==> config.mk <==
export PLATFORM = sky130hd
export DESIGN_NAME = acc_alu
export DESIGN_NICKNAME = d
export VERILOG_FILES = /design/src/rtl/acc_alu.sv
export SDC_FILE = /design/constraint.sdc
export NUM_CORES = 1
export LEC_CHECK = 0
export CAP_MARGIN = 20
export CORE_ASPECT_RATIO = 0.75
export CORE_MARGIN = 4
export CORE_UTILIZATION = 53
export CTS_BUF_LIST = sky130_fd_sc_hd__clkbuf_4 sky130_fd_sc_hd__clkbuf_8
export CTS_CLUSTER_DIAMETER = 30
export DETAILED_ROUTE_END_ITERATION = 12
export GPL_ROUTABILITY_DRIVEN = 0
export PLACE_DENSITY = 0.82
export SYNTH_ARGS = -nofsm -noshare
export SYNTH_HDL_FRONTEND = slang
export SYNTH_SLANG_ARGS = --single-unit
export TNS_END_PERCENT = 10
==> constraint.sdc <==
create_clock -name CLK -period 7.3 [get_ports CLK]
set_input_delay 1.46 -clock CLK [delete_from_list [all_inputs] [get_ports CLK]]
set_output_delay 1.46 -clock CLK [all_outputs]
set_load 0.01 [all_outputs]
==> src/rtl/acc_alu.sv <==
// acc_alu: accumulator ALU with single-cycle ops and optional iterative multiply (ACC_ALU_MUL_EN)
module acc_alu #(
  parameter int WIDTH = 16
) (
  input  logic             CLK,
  input  logic             Reset,
  input  logic [WIDTH-1:0] In,
  input  logic [2:0]       OP,
  input  logic             Start,
  output logic             Ready,
  output logic [WIDTH-1:0] Acc,
  output logic             Zero,
  output logic             Carry,
  output logic             Done
);
  logic [WIDTH-1:0] acc_q, acc_d;
  logic             carry_q, carry_d;
  logic             done_q, done_d;
  logic [WIDTH:0]   add_w, sub_w;
  assign add_w = {1'b0, acc_q} + {1'b0, In};
  assign sub_w = {1'b0, acc_q} - {1'b0, In};
`ifdef ACC_ALU_MUL_EN
  localparam int CW = $clog2(WIDTH);
  typedef enum logic {IDLE, MUL} state_t;
  state_t             state_q, state_d;
  logic [WIDTH-1:0]   mplier_q, mplier_d;
  logic [2*WIDTH-1:0] mcand_q, mcand_d, prod_q, prod_d, psum;
  logic [CW-1:0]      cnt_q, cnt_d;
  assign Ready = state_q == IDLE;
`else
  assign Ready = 1'b1;
`endif
  assign Acc   = acc_q;
  assign Zero  = acc_q == '0;
  assign Carry = carry_q;
  assign Done  = done_q;
  // next state: single-cycle ops on acceptance, one shift-add step per busy cycle
  always_comb begin
    acc_d   = acc_q;
    carry_d = carry_q;
    done_d  = 1'b0;
`ifdef ACC_ALU_MUL_EN
    state_d  = state_q;
    mplier_d = mplier_q;
    mcand_d  = mcand_q;
    prod_d   = prod_q;
    cnt_d    = cnt_q;
    psum     = prod_q + (mplier_q[0] ? mcand_q : '0);
`endif
    if (Start && Ready) begin
      done_d = 1'b1;
      case (OP)
        3'b000: begin acc_d = acc_q & In; carry_d = 1'b0; end
        3'b001: begin acc_d = acc_q | In; carry_d = 1'b0; end
        3'b010: begin acc_d = add_w[WIDTH-1:0]; carry_d = add_w[WIDTH]; end
        3'b011: begin acc_d = sub_w[WIDTH-1:0]; carry_d = sub_w[WIDTH]; end
        3'b100: begin acc_d = {{(WIDTH-1){1'b0}}, sub_w[WIDTH]}; carry_d = 1'b0; end
        3'b101: begin acc_d = In; carry_d = 1'b0; end
`ifdef ACC_ALU_MUL_EN
        3'b110: begin
          done_d   = 1'b0;
          state_d  = MUL;
          mplier_d = acc_q;
          mcand_d  = {{WIDTH{1'b0}}, In};
          prod_d   = '0;
          cnt_d    = '0;
        end
`endif
        default: ;
      endcase
    end
`ifdef ACC_ALU_MUL_EN
    if (state_q == MUL) begin
      prod_d   = psum;
      mplier_d = mplier_q >> 1;
      mcand_d  = mcand_q << 1;
      cnt_d    = cnt_q + CW'(1);
      if (cnt_q == CW'(WIDTH - 1)) begin
        acc_d   = psum[WIDTH-1:0];
        carry_d = |psum[2*WIDTH-1:WIDTH];
        done_d  = 1'b1;
        state_d = IDLE;
      end
    end
`endif
  end
  // state registers; reset aborts any in-flight multiply
  always_ff @(posedge CLK) begin
    if (Reset) begin
      acc_q   <= '0;
      carry_q <= 1'b0;
      done_q  <= 1'b0;
`ifdef ACC_ALU_MUL_EN
      state_q <= IDLE;
`endif
    end else begin
      acc_q   <= acc_d;
      carry_q <= carry_d;
      done_q  <= done_d;
`ifdef ACC_ALU_MUL_EN
      state_q  <= state_d;
      mplier_q <= mplier_d;
      mcand_q  <= mcand_d;
      prod_q   <= prod_d;
      cnt_q    <= cnt_d;
`endif
    end
  end
endmodule

==> flow_summary_export.csv <==
group,metric,value,unit
layout,final_layout_size_suffix_gt1_share,2.784,%
critical_path,critical_path_buf_inv_count,2,
synthesis,synth-edff-count,0,
floorplanning,core.rowCount,24,
grt,vias_in_the_first_global_route,3210,
grt,grt_max_degree,52,
floorplanning,die_height,75.09,um
route,vias,3570,
timing,final-max-slew-violation-count,0,
route,remaining_drc_errors,0,
layout,layout.cells.most_common,"sky130_fd_sc_hd__ha_1",
route,detailedRoute.firstPassIterationCount,5,
synthesis,synthesis.yosys.warnings,0,
critical_path,critPathArrivalTime,4720,ps
clocking,cts_tree,"built",
floorplanning,coreArea,5826,sq um
critical_path,cp_top_family,"compound AO/OA/AOI/OAI gates",
clocking,cts.reportedPaths.clkPinSlew,90,ps
floorplanning,dieArea,7318,sq um
critical_path,critPathRequiredTime,7440,ps
timing,finClkSkew,9.162,ps
power_and_ir_drop,power.leakage,1.546,nW
critical_path,worst-setup-path-type,"in2reg",
route,detail_route.wl_per_cell,18.46,um
grt,initial_antenna_violation_count,0,
critical_path,path_cells,"clkdlybuf4s50_1, inv_1, ha_1, nor3_1, a2111o_1, a221o_1, a211o_1, a221oi_2, xnor2_1, a211oi_2, a2111oi_0",
job,drv_cap,0,
timing,hold_viol,0,
route,detail_route.wirelength,10060,um
synthesis,yosys.cell_types.count,60,
clocking,cts_setup_buffers,0,
layout,areaGrowthSynthToFinish,14.08,%
timing,worst_slew_margin_rel,34.36,%
synthesis,top_flip_flop_cell_by_instance_count_after_synthesis,"sky130_fd_sc_hd__dfxtp_1",
grt,grt.total_usage,26.81,%
power_and_ir_drop,power.density_cell_area,130.6,nW/um^2
placed_design,io_buffer_count,40,
grt,first_pass_grt_wire_length,15960,um
floorplanning,die_x,97.45,um
grt,grt_overflow,0,
layout,layout_common_cells,"sky130_fd_sc_hd__ha_1 (51), sky130_fd_sc_hd__a21oi_1 (49), sky130_fd_sc_hd__inv_1 (45), sky130_fd_sc_hd__clkdlybuf4s50_1 (39), sky130_fd_sc_hd__nor2_1 (36)",
layout,antenna_cells,0,
timing,rsz0062_at_grt,"false",
route,per_cell_via_count_in_the_routed_design,6.550,
route,antenna_left,0,
synthesis,syn-instance-count,450,
placed_design,dp_hpwl,7168,um
clocking,postCtsHoldBufs,0,
clocking,clock_latency,270,ps
critical_path,setup.worst_path.start_class,"input port",
critical_path,cp_max_fo,9,
clocking,clockRootBuffer,"sky130_fd_sc_hd__clkbuf_8",
synthesis,ys_ff_latch,18,
power_and_ir_drop,total_power,0.4737,mW
synthesis,async_flop_share,0,%
timing,finalSetupViolCount,0,
route,detail_route.iter0.violations,439,
floorplanning,initial_core_utilization,54.60,%
synthesis,summed_instance_area_of_the_synthesized_netlist,3181,sq um
critical_path,critical_path.max_stage_delay,480,ps
clocking,numCtsBuffers,3,
timing,period_needed,4579,ps
clocking,max-clock-path-buffers,2,
outcome,status,"finished clean",
synthesis,synth_nets,525,
timing,fmaxAchievable,0.2184,GHz
synthesis,post_synth.cell_area_avg,7.068,sq um
clocking,cts_htree_levels,1,
timing,fin_setup_tns,0,ps
clocking,post_cts_resize_count,0,
timing,worst_pin_slew,984.6,ps
clocking,numClockSinks,18,
critical_path,slowest_stage_cell_crit_path,"sky130_fd_sc_hd__clkdlybuf4s50_1",
floorplanning,pin_count,42,
critical_path,crit_path_end_kind,"flip-flop",
synthesis,synth_seq_area_share,11.33,%
timing,finalCritPeriodShare,62.73,%
power_and_ir_drop,ir_drop,0.06737,mV
layout,design.final.nets,543,
worst_hold_path,hold_crit_class,"reg2reg",
-- tightest hold or removal path, stage by stage (launching register included) --
cell,delay [ps]
sky130_fd_sc_hd__dfxtp_1,380
sky130_fd_sc_hd__nand2_1,80
sky130_fd_sc_hd__a31oi_1,70
-- Yosys cell counts (all sizes together) (6+ instances only) --
master / number / area share, %
nand3: 7 / 1.1
a2111oi: 7 / 1.9
a221oi: 10 / 3.0
a21oi: 49 / 7.7
xnor2: 8 / 2.2
ha: 51 / 20
nand2: 28 / 3.3
a31oi: 6 / 1.2
nor3: 17 / 2.7
dfxtp: 18 / 11
o21bai: 7 / 1.7
nor2b: 8 / 1.6
nor2: 36 / 4.2
clkbuf: 21 / 2.5
a211oi: 11 / 2.8
o21ai: 28 / 4.4
inv: 45 / 5.3
buf: 9 / 1.4
o211ai: 8 / 1.9
-- layout make-up --
type                    count  area (sq um)
clock buffers               4         55.05
inverters                  46         172.7
repair buffers             43         417.9
well taps                  78         97.59
flip-flops and latches     18         360.3
fillers                   539          2197
multi-input cells         356          2525
-- metal layers --
layer,track usage (%),part of all wire (%)
met4,8.602,2.5
met2,43.05,43
met3,3.426,10
met5,0,0
met1,37.82,44
-- path summary, 6_finish.rpt --
check,startpoint,end,slack (ps),depth (start not counted)
setup / recovery,In[4],Acc[11]$_SDFFE_PP0P_,2720,11
setup reg to reg,Acc[4]$_SDFFE_PP0P_,Acc[11]$_SDFFE_PP0P_,3970,10
hold reg to reg,Acc[7]$_SDFFE_PP0P_,Acc[7]$_SDFFE_PP0P_,570,2
hold / removal,Acc[7]$_SDFFE_PP0P_,Acc[7]$_SDFFE_PP0P_,570,2
-- sequential cells by signal, summed over array words and instances, names as in the netlist --
register  cells
Carry         1
Done          1
Acc          16
-- power by group --
group          total, mW  leakage, nW  internal (mW)  switching (mW)
logic              0.261         1.37          0.108           0.154
registers          0.120        0.149          0.107          0.0130
clock network     0.0928       0.0288         0.0483          0.0446
total              0.474         1.55          0.263           0.211
-- logic make-up (layout without fill, tap and decap cells) --
family | after synthesis | after routing | share of synthesized area (%)
fa+ha+maj | 53 | 53 | 21.32
mux | 6 | 6 | 1.928
other cells | 1 | 1 | 0.1179
xor+xnor | 10 | 10 | 2.754
flops | 18 | 18 | 11.33
buf+inv | 76 | 93 | 9.284
simple gates | 122 | 122 | 18.49
compound gates | 164 | 164 | 34.78
-- through the flow --
step           hold slack [ps]  cell area [sq um]  util (%)  std cells  setup WS [ps]
3_3_place_gp             543.1               3573     61.34        541           2681
4_1_cts                  567.2               3628     62.29        545           2802
5_1_grt                  628.7               3628     62.29        545           2570
3_5_place_dp             558.6               3573     61.34        541           2533
6_report                 568.9               3628     62.29        545           2721
2_1_floorplan            553.9               3181         -        450           3373
Note: power is estimated with default switching activity, not from simulation.
